<file path="src/rtl/mem_seq_pkg.sv">
// rtl/mem_seq_pkg.sv - shared types and constants for the memory word sequencer
package mem_seq_pkg;

   localparam int ADDR_WIDTH_DEF = 16;
   localparam int BYTE_WIDTH_DEF = 8;

   // Memory-side strobe encodings; cs is active-low on the Memory block.
   localparam logic CS_ACTIVE = 1'b0;
   localparam logic CS_IDLE   = 1'b1;
   localparam logic WR_WRITE  = 1'b1;
   localparam logic WR_READ   = 1'b0;

   typedef enum logic [2:0] {
      IDLE  = 3'd0,
      RD_LO = 3'd1,
      RD_HI = 3'd2,
      WR_LO = 3'd3,
      WR_HI = 3'd4,
      RESP  = 3'd5
   } seq_state_t;

endpackage

</file>
<file path="src/rtl/memory_word_sequencer.sv">
// rtl/memory_word_sequencer.sv - splits 16-bit word requests into two little-endian byte accesses
module memory_word_sequencer
   import mem_seq_pkg::*;
#(
   parameter int ADDR_WIDTH = ADDR_WIDTH_DEF,
   parameter int BYTE_WIDTH = BYTE_WIDTH_DEF
) (
   input  logic                    Clock,
   input  logic                    Reset_n,
   input  logic                    Req_Valid,
   output logic                    Req_Ready,
   input  logic                    Req_Write,
   input  logic [ADDR_WIDTH-1:0]   Req_Address,
   input  logic [2*BYTE_WIDTH-1:0] Req_WData,
   output logic                    Rsp_Valid,
   input  logic                    Rsp_Ready,
   output logic [2*BYTE_WIDTH-1:0] Rsp_RData,
   output logic [ADDR_WIDTH-1:0]   Mem_Address,
   output logic [BYTE_WIDTH-1:0]   Mem_Data,
   output logic                    Mem_WR,
   output logic                    Mem_CS,
   input  logic [BYTE_WIDTH-1:0]   Mem_RData
);

   seq_state_t                state;
   seq_state_t                state_next;
   logic [ADDR_WIDTH-1:0]     addr_q;
   logic [ADDR_WIDTH-1:0]     addr_hi;
   logic [2*BYTE_WIDTH-1:0]   wdata_q;
   logic                      write_q;
   logic [BYTE_WIDTH-1:0]     lo_q;
   logic [2*BYTE_WIDTH-1:0]   rdata_q;

   // Wraps naturally at 2^ADDR_WIDTH through truncation.
   assign addr_hi   = addr_q + ADDR_WIDTH'(1);
   assign Rsp_RData = rdata_q;

   always_ff @(posedge Clock or negedge Reset_n) begin
      if (!Reset_n) begin
         state   <= IDLE;
         addr_q  <= '0;
         wdata_q <= '0;
         write_q <= 1'b0;
         lo_q    <= '0;
         rdata_q <= '0;
      end else begin
         state <= state_next;
         if (state == IDLE && Req_Valid) begin
            addr_q  <= Req_Address;
            wdata_q <= Req_WData;
            write_q <= Req_Write;
         end
         if (state == RD_LO) begin
            lo_q <= Mem_RData;
         end
         if (state == RD_HI) begin
            rdata_q <= {Mem_RData, lo_q};
         end
      end
   end

   // Memory strobes come only from state and latched registers, so reset
   // forces cs inactive immediately and no request input reaches the bus.
   always_comb begin
      state_next  = state;
      Req_Ready   = 1'b0;
      Rsp_Valid   = 1'b0;
      Mem_CS      = CS_IDLE;
      Mem_WR      = WR_READ;
      Mem_Address = '0;
      Mem_Data    = '0;
      case (state)
         IDLE: begin
            Req_Ready = 1'b1;
            if (Req_Valid) begin
               state_next = Req_Write ? WR_LO : RD_LO;
            end
         end
         RD_LO: begin
            Mem_CS      = CS_ACTIVE;
            Mem_Address = addr_q;
            state_next  = RD_HI;
         end
         RD_HI: begin
            Mem_CS      = CS_ACTIVE;
            Mem_Address = addr_hi;
            state_next  = RESP;
         end
         WR_LO: begin
            Mem_CS      = CS_ACTIVE;
            Mem_WR      = WR_WRITE;
            Mem_Address = addr_q;
            Mem_Data    = wdata_q[BYTE_WIDTH-1:0];
            state_next  = WR_HI;
         end
         WR_HI: begin
            Mem_CS      = CS_ACTIVE;
            Mem_WR      = WR_WRITE;
            Mem_Address = addr_hi;
            Mem_Data    = wdata_q[2*BYTE_WIDTH-1:BYTE_WIDTH];
            state_next  = RESP;
         end
         RESP: begin
            Rsp_Valid = 1'b1;
            if (Rsp_Ready) begin
               state_next = IDLE;
            end
         end
         default: begin
            state_next = IDLE;
         end
      endcase
   end

   logic unused_write;
   assign unused_write = write_q;

endmodule

</file>
<file path="config.mk">
export PLATFORM = sky130hd
export DESIGN_NAME = memory_word_sequencer
export DESIGN_NICKNAME = d
export VERILOG_FILES = /design/src/rtl/mem_seq_pkg.sv /design/src/rtl/memory_word_sequencer.sv
export SDC_FILE = /design/constraint.sdc
export NUM_CORES = 1
export LEC_CHECK = 0
export BUFFER_PORTS_ARGS = -buffer_cell sky130_fd_sc_hd__buf_2
export CORE_UTILIZATION = 25
export CTS_CLUSTER_SIZE = 8
export DETAILED_ROUTE_END_ITERATION = 10
export SETUP_SLACK_MARGIN = 0.3
export SLEW_MARGIN = 0
export SYNTH_ARGS = -nofsm -noshare
export SYNTH_HDL_FRONTEND = slang
export SYNTH_SLANG_ARGS = --single-unit
</file>
<file path="constraint.sdc">
create_clock -name Clock -period 2.78 [get_ports Clock]
set_clock_uncertainty 0.2 [all_clocks]
set_input_delay 0.556 -clock Clock [delete_from_list [all_inputs] [get_ports Clock]]
set_output_delay 0.556 -clock Clock [all_outputs]
set_load 0.1 [all_outputs]
</file>
==> results.tsv <==
metric	value	unit
relative slew slack	67.3	%
drt via density	4.66	
status	completed	
Primary FF master, synth	dfrtp_1	
count of cells along the worst hold path	3	
reg-to-reg setup timing slack	0.49	ns
WP buf/inv	1	
# placed instances	463	
post-place setup slack	0.205	ns
syn_area_per_cell	12.2	µm²
Worst R2R Start	state[1]	
largest family of logic cells by synthesized area	multiplexers	
worst hold margin	0.236	ns
Synth Area in XOR/XNOR	0.569	%
share of async-settable or async-resettable flops after synthesis	100	%
FF-to-FF path depth	7	
startpoint types	flip-flop	
CP Capture Type	output pin	
Data required, critical path	2.02	ns
crit-path leading delay family	simple AND/OR/NAND/NOR gates	
Compound-Gate Fraction of Synth Area	11.0	%
Post-synth EDFFs	0	
Synthesis Warnings	0	
Num CTS Buffers	9	
Detailed Place HPWL	5.36	mm
Slew @ Worst Pin	0.494	ns
crit path DAT	2.01	ns
drt wl/cell	15.5	µm
antenna violations before repair	2	
RR Endpoint	addr_q[11]	
post-synthesis sequential area ratio	51.7	%
Hold EP	addr_q[7]	
number of detailed-route iterations in the first pass	4	
PnR worst setup slack	0.00969	ns
commonest cells after routing, fill and taps aside	buf_2, mux2_2, dfrtp_1	
Max Clk Rate	361	MHz
min Tclk post-route	2.77	ns
Die W	109	µm
CP Cell Sequence	xnor2_4 > or2_4 > or3_1 > o211ai_1 > clkbuf_16	
Slew Limit Fails	0	
CP max stage delay	0.44	ns
CTS tree	built	
Reg clk slew, reported paths	0.06	ns
Worst setup startpoint	state[1]	
remaining global-route overflow	0	
I/O Buffers	88	
mux share of post-synthesis cell area	20.9	%
min-delay src	Req_Address[7]	
largest net degree at the start of global routing	31	
simple-gate area share of the yosys netlist	11.5	%
Clk Latency, worst-skew pair	0.33	ns
area of the mapped netlist	2860	µm²
final antenna-violating net count	0	
Die Ht	109	µm
Synth cell types	41	
Worst Hold Class	in2reg	
Area growth, synth to finish	75.2	%
fin util	45.6	%
Max Cap Viol	0	
root buffer selected by CTS	clkbuf_16	
Top Ports	89	
final setup fails	0	
vias in the first global route	2508	
DRC Markers	0	
CTS sink count	59	
synthesized-area fraction occupied by adder cells	0.438	%
Synth Instances	235	
H-Tree Depth	3	
most common cell after layout, fill and taps aside	buf_2	
CP max-delay cell	dfrtp_2	
Final Hold Vio Count	0	
register bit count reported by yosys	59	
vias post-DR	2395	
GRT Util Overall	14.8	%
Crit Path Category	reg2out	
starting density of the core	26.0	%
Max clock buf depth	2	
Placeable Area	11000	µm²
crit share post-route	99.7	%
total length of routed wires	7.99	mm
Post-Syn Nets	281	
1st-iter DRT viols	50	
global-route wire length before repair	13.2	mm
share of layout cells above drive strength 1	72.4	%
row count	38	
Layout Cells excl Fill	514	
unrepaired setup endpoints after global routing	yes	
RePlAce Congestion	0.772	
worst-path fanout max	8	
area of the die	11900	µm²
nets	414	
==> worst max-delay path by stage <==
stage / endpoint / slack [ns] / depth (start not counted)
2_1_floorplan: Mem_Address[15] / -0.22 / 4
3_3_place_gp: Mem_Address[10] / 0.23 / 5
3_5_place_dp: Mem_Address[10] / 0.21 / 5
4_1_cts: Mem_Address[10] / 0.005 / 6
5_1_grt: Mem_Address[15] / -0.04 / 5
6_report: Mem_Address[15] / 0.01 / 5
==> final cells by class <==
| cell class | count | area [µm²] |
|---|---|---|
| tap | 140 | 175 |
| sequential | 59 | 1490 |
| antenna | 1 | 2.50 |
| multi-input combinational | 159 | 1720 |
| clock buffer | 12 | 256 |
| clock inverter | 4 | 97.6 |
| timing repair buffer | 134 | 1250 |
| fill | 991 | 5980 |
| inverter | 5 | 18.8 |
==> per-stage QoR <==
step           TNS [ns]  instance area, µm²
6_report              0                5010
5_1_grt         -0.0771                5000
4_1_cts               0                4830
3_5_place_dp          0                4050
3_3_place_gp          0                4050
2_1_floorplan     -4.26                3070
==> worst reg2reg max path: stages (launching register included) <==
cell and delay [ns]:
dfrtp_2 0.44, buf_4 0.14, buf_6 0.10, buf_6 0.12
nor3_2 0.18, and2_1 0.37, buf_12 0.24, mux2_2 0.36
==> layer usage <==
metal	GRT usage [%]	vias to the layer above	share of wire [%]
li1	-	1134	-
met1	17.4	1193	42
met2	24.6	52	50
met3	4.96	14	6.0
met4	6.47	2	2.0
met5	0	-	0.14
==> cell families after synthesis <==
family / count (synthesis)
compound gates: 46
xor+xnor: 1
fa+ha+maj: 1
buf+inv: 17
flops: 59
mux: 53
simple gates: 58
==> what timing repair did <==
| item | in CTS | in global routing |
|---|---|---|
| hold endpoints to repair | 6 | 0 |
| hold buffers | 1 | 0 |
| buffers inserted | 20 | 11 |
| setup endpoints to repair | 26 | 28 |
| gates cloned | 2 | 0 |
| gates resized for setup | 59 | 20 |
| pin swaps | 19 | 13 |
==> state kept, by name (all words and copies together) (netlist names) <==
| name | cells |
|---|---|
| wdata_q | 16 |
| lo_q | 8 |
| addr_q | 16 |
| Rsp_RData | 16 |
| state | 3 |
==> synthesized netlist by cell type, types with 2 or more instances <==
cell type | instances | area share (%)
mux2_2 | 53 | 21
inv_1 | 5 | 0.66
nand2b_1 | 3 | 0.66
dfrtp_1 | 59 | 52
nor4_1 | 2 | 0.44
a21oi_1 | 5 | 0.88
a22o_1 | 10 | 3.1
o211ai_1 | 2 | 0.53
buf_4 | 4 | 1.1
a31oi_1 | 5 | 1.1
a21o_1 | 4 | 1.1
buf_2 | 3 | 0.53
nand2_1 | 12 | 1.6
nor3_1 | 5 | 0.88
nor4_2 | 2 | 0.88
nor2_1 | 9 | 1.2
or3_1 | 5 | 1.1
o21ai_0 | 12 | 2.1
nand3_1 | 5 | 0.88
and2_1 | 4 | 0.88
nand4_1 | 3 | 0.66
buf_6 | 4 | 1.6
Power is not shown: default switching activity piles up to over one toggle a cycle in this logic, so the estimate is an artifact.
